==> src/rtl/stall_ctrl_if.sv <==
// Pipeline-side view of the stall controller: stage instruction words in,
// pipeline-register/PC control out.
interface stall_ctrl_if;
  logic [31:0] D_IR;
  logic [31:0] E_IR;
  logic [31:0] M_IR;
  logic        PC_We;
  logic        D_We;
  logic        E_Rst;
  logic        Stall;
  logic        Busy;

  modport master (
    output D_IR, E_IR, M_IR,
    input  PC_We, D_We, E_Rst, Stall, Busy
  );

  modport slave (
    input  D_IR, E_IR, M_IR,
    output PC_We, D_We, E_Rst, Stall, Busy
  );
endinterface

==> src/rtl/stall_ctrl.sv <==
// Hazard/stall controller for the 5-stage MIPS pipeline: Tuse/Tnew data hazards
// plus a mult/div busy window, driving PC/FD enables and the D/E bubble clear.
module stall_ctrl #(
  parameter int MULT_CYC = 5,
  parameter int DIV_CYC  = 10
) (
  input logic         Clk,
  input logic         Rst,
  stall_ctrl_if.slave bus
);

  typedef struct packed {
    logic       use_rs;
    logic       use_rt;
    logic [1:0] tuse_rs;
    logic [1:0] tuse_rt;
    logic       mdu_op;
  } src_t;

  typedef struct packed {
    logic [4:0] dst;
    logic [1:0] tnew;
  } dst_t;

  // Source-side decode of the D stage word: which registers are read and how soon.
  function automatic src_t src_decode(input logic [5:0] op, input logic [5:0] fn);
    src_t s;
    s = '0;
    case (op)
      6'h00: begin
        case (fn)
          6'h21, 6'h23: begin
            s.use_rs = 1'b1; s.use_rt = 1'b1; s.tuse_rs = 2'd1; s.tuse_rt = 2'd1;
          end
          6'h18, 6'h19, 6'h1A, 6'h1B: begin
            s.use_rs = 1'b1; s.use_rt = 1'b1; s.tuse_rs = 2'd1; s.tuse_rt = 2'd1;
            s.mdu_op = 1'b1;
          end
          6'h08: begin
            s.use_rs = 1'b1; s.tuse_rs = 2'd0;
          end
          6'h10, 6'h12: s.mdu_op = 1'b1;
          6'h11, 6'h13: begin
            s.use_rs = 1'b1; s.tuse_rs = 2'd1; s.mdu_op = 1'b1;
          end
          default: ;
        endcase
      end
      6'h0D, 6'h23: begin
        s.use_rs = 1'b1; s.tuse_rs = 2'd1;
      end
      6'h2B: begin
        s.use_rs = 1'b1; s.tuse_rs = 2'd1; s.use_rt = 1'b1; s.tuse_rt = 2'd2;
      end
      6'h04: begin
        s.use_rs = 1'b1; s.use_rt = 1'b1; s.tuse_rs = 2'd0; s.tuse_rt = 2'd0;
      end
      default: ;
    endcase
    return s;
  endfunction

  // Destination and remaining cycles until the result is forwardable, per stage.
  function automatic dst_t dst_decode(input logic [5:0] op, input logic [5:0] fn,
                                      input logic [4:0] rt, input logic [4:0] rd,
                                      input logic in_m);
    dst_t d;
    d = '0;
    case (op)
      6'h00: begin
        if (fn == 6'h21 || fn == 6'h23 || fn == 6'h10 || fn == 6'h12) begin
          d.dst  = rd;
          d.tnew = in_m ? 2'd0 : 2'd1;
        end
      end
      6'h0D, 6'h0F: begin
        d.dst  = rt;
        d.tnew = in_m ? 2'd0 : 2'd1;
      end
      6'h23: begin
        d.dst  = rt;
        d.tnew = in_m ? 2'd1 : 2'd2;
      end
      6'h03: begin
        d.dst  = 5'd31;
        d.tnew = 2'd0;
      end
      default: ;
    endcase
    return d;
  endfunction

  function automatic logic hazard(input src_t s, input logic [4:0] rs,
                                  input logic [4:0] rt, input dst_t d);
    return (d.dst != 5'd0) &&
           ((s.use_rs && rs == d.dst && s.tuse_rs < d.tnew) ||
            (s.use_rt && rt == d.dst && s.tuse_rt < d.tnew));
  endfunction

  logic [3:0] mdu_cnt;
  logic       e_mult;
  logic       e_div;
  logic       busy;
  logic       data_stall;
  logic       mdu_stall;
  logic       stall;
  src_t       d_src;
  dst_t       e_dst;
  dst_t       m_dst;
  logic       unused_bits;

  assign unused_bits = ^{bus.D_IR[15:6], bus.E_IR[25:21], bus.E_IR[10:6],
                         bus.M_IR[25:21], bus.M_IR[10:6]};

  assign e_mult = (bus.E_IR[31:26] == 6'h00) &&
                  (bus.E_IR[5:0] == 6'h18 || bus.E_IR[5:0] == 6'h19);
  assign e_div  = (bus.E_IR[31:26] == 6'h00) &&
                  (bus.E_IR[5:0] == 6'h1A || bus.E_IR[5:0] == 6'h1B);

  // Busy window starts counting once the mult/div has left E; a new one reloads.
  always_ff @(posedge Clk) begin
    if (Rst) begin
      mdu_cnt <= 4'd0;
    end else if (e_mult) begin
      mdu_cnt <= 4'(MULT_CYC);
    end else if (e_div) begin
      mdu_cnt <= 4'(DIV_CYC);
    end else if (mdu_cnt != 4'd0) begin
      mdu_cnt <= mdu_cnt - 4'd1;
    end
  end

  assign busy = (mdu_cnt != 4'd0);

  always_comb begin
    d_src      = src_decode(bus.D_IR[31:26], bus.D_IR[5:0]);
    e_dst      = dst_decode(bus.E_IR[31:26], bus.E_IR[5:0], bus.E_IR[20:16],
                            bus.E_IR[15:11], 1'b0);
    m_dst      = dst_decode(bus.M_IR[31:26], bus.M_IR[5:0], bus.M_IR[20:16],
                            bus.M_IR[15:11], 1'b1);
    data_stall = hazard(d_src, bus.D_IR[25:21], bus.D_IR[20:16], e_dst) ||
                 hazard(d_src, bus.D_IR[25:21], bus.D_IR[20:16], m_dst);
    mdu_stall  = d_src.mdu_op && (busy || e_mult || e_div);
    stall      = (data_stall || mdu_stall) && !Rst;
  end

  assign bus.Stall = stall;
  assign bus.Busy  = busy;
  assign bus.PC_We = !stall;
  assign bus.D_We  = !stall;
  assign bus.E_Rst = stall || Rst;

endmodule
==> src/flat_wrapper.sv <==
// flat-port wrapper written by rule: the top's interface ports become plain ports
module stall_ctrl_flat 
#(
  parameter int MULT_CYC = 5,
  parameter int DIV_CYC  = 10
)
  (Clk, Rst, bus_D_IR, bus_E_IR, bus_M_IR, bus_PC_We, bus_D_We, bus_E_Rst, bus_Stall, bus_Busy);
  stall_ctrl_if bus_i ();
  input logic Clk;
  input logic Rst;
  input wire logic [$bits(bus_i.D_IR)-1:0] bus_D_IR;
  input wire logic [$bits(bus_i.E_IR)-1:0] bus_E_IR;
  input wire logic [$bits(bus_i.M_IR)-1:0] bus_M_IR;
  output wire logic [$bits(bus_i.PC_We)-1:0] bus_PC_We;
  output wire logic [$bits(bus_i.D_We)-1:0] bus_D_We;
  output wire logic [$bits(bus_i.E_Rst)-1:0] bus_E_Rst;
  output wire logic [$bits(bus_i.Stall)-1:0] bus_Stall;
  output wire logic [$bits(bus_i.Busy)-1:0] bus_Busy;
  assign bus_i.D_IR = bus_D_IR;
  assign bus_i.E_IR = bus_E_IR;
  assign bus_i.M_IR = bus_M_IR;
  assign bus_PC_We = bus_i.PC_We;
  assign bus_D_We = bus_i.D_We;
  assign bus_E_Rst = bus_i.E_Rst;
  assign bus_Stall = bus_i.Stall;
  assign bus_Busy = bus_i.Busy;
  stall_ctrl #(.MULT_CYC(MULT_CYC), .DIV_CYC(DIV_CYC)) u_core (.Clk(Clk), .Rst(Rst), .bus(bus_i));
endmodule
==> config.mk <==
export PLATFORM = sky130hd
export DESIGN_NAME = stall_ctrl_flat
export DESIGN_NICKNAME = d
export VERILOG_FILES = /design/src/rtl/stall_ctrl_if.sv /design/src/rtl/stall_ctrl.sv /design/src/flat_wrapper.sv
export SDC_FILE = /design/constraint.sdc
export NUM_CORES = 1
export LEC_CHECK = 0
export BUFFER_PORTS_ARGS = -buffer_cell sky130_fd_sc_hd__buf_2
export CORE_MARGIN = 2
export CORE_UTILIZATION = 39
export CTS_BUF_LIST = sky130_fd_sc_hd__clkbuf_4 sky130_fd_sc_hd__clkbuf_8 sky130_fd_sc_hd__clkbuf_16
export CTS_CLUSTER_SIZE = 30
export DETAILED_ROUTE_END_ITERATION = 7
export GPL_TIMING_DRIVEN = 1
export PLACE_DENSITY = 0.87
export RECOVER_POWER = 50
export SLEW_MARGIN = 20
export SYNTH_ARGS = -nofsm -noshare
export SYNTH_HDL_FRONTEND = slang
export SYNTH_SLANG_ARGS = --single-unit
export TNS_END_PERCENT = 10
==> constraint.sdc <==
create_clock -name Clk -period 6.8 [get_ports Clk]
set_input_delay 2.04 -clock Clk [delete_from_list [all_inputs] [get_ports Clk]]
set_output_delay 2.04 -clock Clk [all_outputs]
set_load 0.005 [all_outputs]
## After elaboration in Yosys (flattened, before gate mapping)

Index checks and enable logic that the tools add are counted.

- Word-level logic and storage cells: 112
- Register bits after elaboration: 4
- Bits of input ports: 98

- Reduce and logical (&&, ||, !) cells: 49
- Order comparisons: 4
- Equality and inequality tests: 39
- Mux-type cells: 17
- Add/subtract/negate cells: 1

Operators with widths:

| kind | count |
|---|---|
| 6-bit by 5-bit == test with 1-bit output (second input constant) | 16 |
| 6-bit == test (second input constant) | 10 |
| 7-bit case mux with 4 select lines | 2 |
| 6-bit by 4-bit == test with 1-bit output (second input constant) | 6 |
| 5-bit == test | 4 |
| 6-bit zero test | 3 |
| 8-bit OR reduction | 2 |
| 1-bit logical OR | 15 |
| 1-bit logical AND | 14 |
| 7-bit two-way mux | 2 |
| 6-bit by 2-bit == test with 1-bit output (second input constant) | 2 |
| 5-bit nonzero test | 2 |
| 9-bit OR reduction | 1 |
| 4-bit two-way mux | 2 |
| 2-bit OR reduction | 4 |
| 6-bit by 3-bit == test with 1-bit output (second input constant) | 1 |
| 1-bit two-way mux | 6 |
| 1-bit case mux with 2 select lines | 3 |
| 6-bit OR reduction | 1 |
| 1-bit by 2-bit less-than comparator with 1-bit output | 2 |
| 2-bit less-than comparator | 2 |
| 2-bit case mux with 2 select lines | 1 |
| 4-bit nonzero test | 1 |
| 4-bit OR reduction | 1 |
| 6 further kinds | 7 |

## Longest topological paths before layout

- Depth after elaboration: 15
- Gate-level depth with buffers: 9
- Depth with buffers taken out: 7

## Worst setup path after synthesis

Ideal clock, no wire load.

- Path type: input to output
- Start: in bus_D_IR[27]
- End: out bus_PC_We
- Required time: 4.760 ns
- Setup slack: 0.650 ns
- Stages on the path: 8
- Buffers on the path: 1
- Arrival time: 4.110 ns
- Path through: or2_1 > or4_4 > or3_1 > a221oi_2 > nand4_1 > o41a_1 > a31o_1 > buf_4

- Cells in the longest elaborated chain, start to end: 11

RTL lines:

| what | line | source |
|---|---|---|
| start: declaration | flat_wrapper.sv:11 | `input wire logic [$bits(bus_i.D_IR)-1:0] bus_D_IR;` |
| 6-bit by 4-bit == test with 1-bit output (tied with other cells) | stall_ctrl.sv:29 | `case (op)` |
| 3-bit OR reduction (no source line) (tied with other cells) | - |  |
| 1-bit case mux with 2 select lines | stall_ctrl.sv:29 |  |
| 1-bit by 2-bit less-than comparator with 1-bit output (tied with other cells) | stall_ctrl.sv:96 | `((s.use_rs && rs == d.dst && s.tuse_rs < d.tnew) \|\|` |
| 1-bit logical AND (on tied branches) | stall_ctrl.sv:96, stall_ctrl.sv:97 |  |
| 1-bit logical OR | stall_ctrl.sv:96 |  |
| 1-bit logical AND | stall_ctrl.sv:95 | `return (d.dst != 5'd0) &&` |
| 1-bit logical OR | stall_ctrl.sv:141 | `data_stall = hazard(d_src, bus.D_IR[25:21], bus.D_IR[20:16], e_dst) \|\|` |
| 1-bit logical OR * | stall_ctrl.sv:144 | `stall = (data_stall \|\| mdu_stall) && !Rst;` |
| 1-bit logical AND * | stall_ctrl.sv:144 |  |
| 1-bit zero test * | - |  |
| end: declaration | flat_wrapper.sv:14 | `output wire logic [$bits(bus_i.PC_We)-1:0] bus_PC_We;` |

Mark *: on every way between the ends. The rest lies on a longest branch, timed or not.

## Worst setup path after layout

- Start: in bus_D_IR[27]
- End: out bus_D_We

- Cells in the longest elaborated chain, start to end: 11

RTL lines:

| what | line | source |
|---|---|---|
| 6-bit by 4-bit == test with 1-bit output (tied with other cells) | stall_ctrl.sv:29 |  |
| 3-bit OR reduction (no source line) (tied with other cells) | - |  |
| 1-bit case mux with 2 select lines | stall_ctrl.sv:29 |  |
| 1-bit by 2-bit less-than comparator with 1-bit output (tied with other cells) | stall_ctrl.sv:96 |  |
| 1-bit logical AND (on tied branches) | stall_ctrl.sv:96, stall_ctrl.sv:97 |  |
| 1-bit logical OR | stall_ctrl.sv:96 |  |
| 1-bit logical AND | stall_ctrl.sv:95 |  |
| 1-bit logical OR | stall_ctrl.sv:141 |  |
| 1-bit logical OR * | stall_ctrl.sv:144 |  |
| 1-bit logical AND * | stall_ctrl.sv:144 |  |
| 1-bit zero test * | stall_ctrl.sv:150 | `assign bus.D_We = !stall;` |
| end: declaration | flat_wrapper.sv:15 | `output wire logic [$bits(bus_i.D_We)-1:0] bus_D_We;` |

Marked as above.

==> results_dict.tcl <==
set metrics [dict create \
    dp_hpwl_mm 2.967 \
    post_cts_resized 0 \
    top_layer "met4" \
    ctsRootBufferMaster "clkbuf_4" \
    worstSetupEndpointType "output port" \
    final_nets 336 \
    switching_share 0.3941 \
    cp_num_buf_inv 2 \
    hp-class "register to register" \
    multi_input_area_mm2 0.001080 \
    post_drt_wl_per_cell_um 12.71 \
    grt_pass1_wl_mm 5.492 \
    seqCellArea_um2 80.08 \
    max_cap_violations 0 \
    min_period_ps 6364 \
    ios 103 \
    die_h_um 59.32 \
    fin_ws_ps 435.7 \
    finalWirelength_mm 3.394 \
    core_mm2 0.002978 \
    drt_iter0_drc 46 \
    drt-met1-wl_mm 1.437 \
    hp-start "u_core.mdu_cnt[3]" \
    cts_tree "yes" \
    path_common_cell "buf_2" \
    cpPeakStageDelay_ps 450 \
    grt_max_degree 12 \
    dr.pass1.iters 4 \
    path_class "input pin to output port" \
    num_vias 1627 \
    async_reset_ff_frac 0 \
    cts_buffers 3 \
    fmax_mhz 157.1 \
    layout.cells.most_common "buf_2" \
    drv_slew 0 \
    crit_family "simple AND/OR/NAND/NOR gates" \
    cp_data_required_time_ps 4760 \
    reg_top3 "u_core.mdu_cnt x4" \
    top_register "u_core.mdu_cnt" \
    combPwrFrac 0.629 \
    dieArea_mm2 0.003519 \
    diodes 0 \
    finalClockSkew_ps 0.7286 \
    switching_power_mw 0.07111 \
    start_util 0.4008 \
    leakage_nw 0.6991 \
    synth_seq_area_share 0.06709 \
    clock_sinks 4 \
    pre_cts_ws_ps 423.1 \
    fillerInstances 297 \
    track_usage 0.1932 \
    synth_seq_cells 4 \
    rr_startpoint "u_core.mdu_cnt[0]" \
    hold_buffers 0 \
    synth_warnings 0 \
    wl_met2_mm 1.657 \
    slew_headroom 0.5944 \
    portBuffers 71 \
    yosysTopAreaCell "dfxtp_1" \
    power_frac_seq 0.216 \
    p_int_mw 0.1093 \
    ys_top_cells_by_area "dfxtp_1 6.7%, xnor2_1 5.9%, xor2_1 5.1%" \
    h-tree-depth 1 \
    worstSetupStartpoint "bus_D_IR[27]" \
    dr_wl_met3_um 288 \
    netlist_area_mm2 0.001194 \
    viasPerCell 6.094 \
    post-cts-setup-buffer-count 0 \
    drive_gt1_frac 0.3547 \
    clock_latency_ps 230 \
    drc 0 \
    critical_path_arrival_ps 4320 \
    netlist.area_leader.share 0.06709 \
    ant_nets 0 \
    antenna_found_initial 0 \
    crit_chain "buf_2 -> or2_1 -> or4_4 -> or3_1 -> a221oi_2 -> nand4_1 -> o41a_1 -> a31o_1 -> buf_2" \
    syn_inst 162 \
    synth.distinct_cells 51 \
    synth_flop_cell "dfxtp_1" \
    clk_path_buf_depth 2 \
    start_kind "input pin" \
    syn2layout_area_growth_pct 34.38 \
    clk_pin_slew_ps 30 \
    place_congestion 0.9145 \
    rsz0062_at_grt "false" \
    finalSetupViolations 0 \
    synth_edf_count 0 \
    synth.net_count 262 \
    avgSynthCellArea_um2 7.368 \
    grt_pass1_vias 1416 \
    worstPathMaxFanout 5 \
    status "finished clean" \
    worst_slew_pin_slew_ps 602.9 \
    final-hold-violation-count 0 \
    rows 20 \
    overflow 0 \
    largest_register_ffs 4 \
    critPathSlowestCell "or4_4" \
    fin_crit_sh 0.9359 \
    die_w_um 59.32 \
    final_cell_mix "70 x buf_2, 14 x nor2_1, 9 x nand4_1, 9 x nor4_1" \
    fin_setup_tns_ps 0 \
    p_per_area_mw_per_mm2 112.5 \
    p_clk_frac 0.154 \
    ir_drop_mv 0.06095 \
]
[kinds of logic (layout without fill, tap and decap cells)]
family / Yosys count / after routing / synth area share
simple gates: 83 / 83 / 0.4340
compound gates: 47 / 47 / 0.3124
xor+xnor: 15 / 15 / 0.1101
buf+inv: 8 / 80 / 0.02831
flops: 4 / 4 / 0.06709
mux: 3 / 3 / 0.02725
fa+ha+maj: 2 / 2 / 0.02096
[power by group through the flow]
stage	logic (mW)	clock network [mW]	registers, mW
floorplan	0.0714	0	0.0375
global placement	0.110	0	0.0386
detailed placement	0.113	0	0.0393
CTS	0.114	0.0289	0.0389
global route	0.128	0.0299	0.0402
finish	0.114	0.0278	0.0390
[synth_stat cells, drive strengths merged, types with 7 or more instances]
master   n
nor2    14
nand4    9
nor4     9
a21oi    8
xnor2    8
nand2    7
xor2     7
[per-stage QoR]
step	power [mW]	instances	util	hold WS, ps	cell area (um^2)
finish	0.1804	267	0.5387	614.7	1604
floorplan	0.1089	162	-	538.4	1194
global route	0.1984	267	0.5387	631.8	1604
detailed placement	0.1526	264	0.5315	596.9	1583
CTS	0.1820	267	0.5391	608.6	1605
global placement	0.1490	264	0.5315	580.4	1583
[worst min-delay path, cell delays in order (launching register included)]
cell,delay (ps)
dfxtp_1,330
a21oi_1,150
a211oi_1,80
[per-layer routing]
metal | track usage | up-vias
met5 | 0 | -
met4 | 0.04221 | 0
met3 | 0.02183 | 2
met2 | 0.3642 | 71
met1 | 0.2303 | 743
li1 | - | 811
[worst paths after layout]
check                                          to  depth (start not counted)  slack (ps)
worst max register to register  u_core.mdu_cnt[0]                          6        5260
worst min-delay path            u_core.mdu_cnt[3]                          2         610
worst min register to register  u_core.mdu_cnt[3]                          2         610
worst max-delay path                     bus_D_We                          9         440
[final cells by class]
| class | instances | area share |
|---|---|---|
| multi-input cells | 150 | 0.6732 |
| repair buffers | 72 | 0.2254 |
| flip-flops and latches | 4 | 0.04992 |
| well taps | 33 | 0.02574 |
| clock buffers | 3 | 0.01404 |
| inverters | 5 | 0.01170 |
Power figures use the tool's default switching activity.
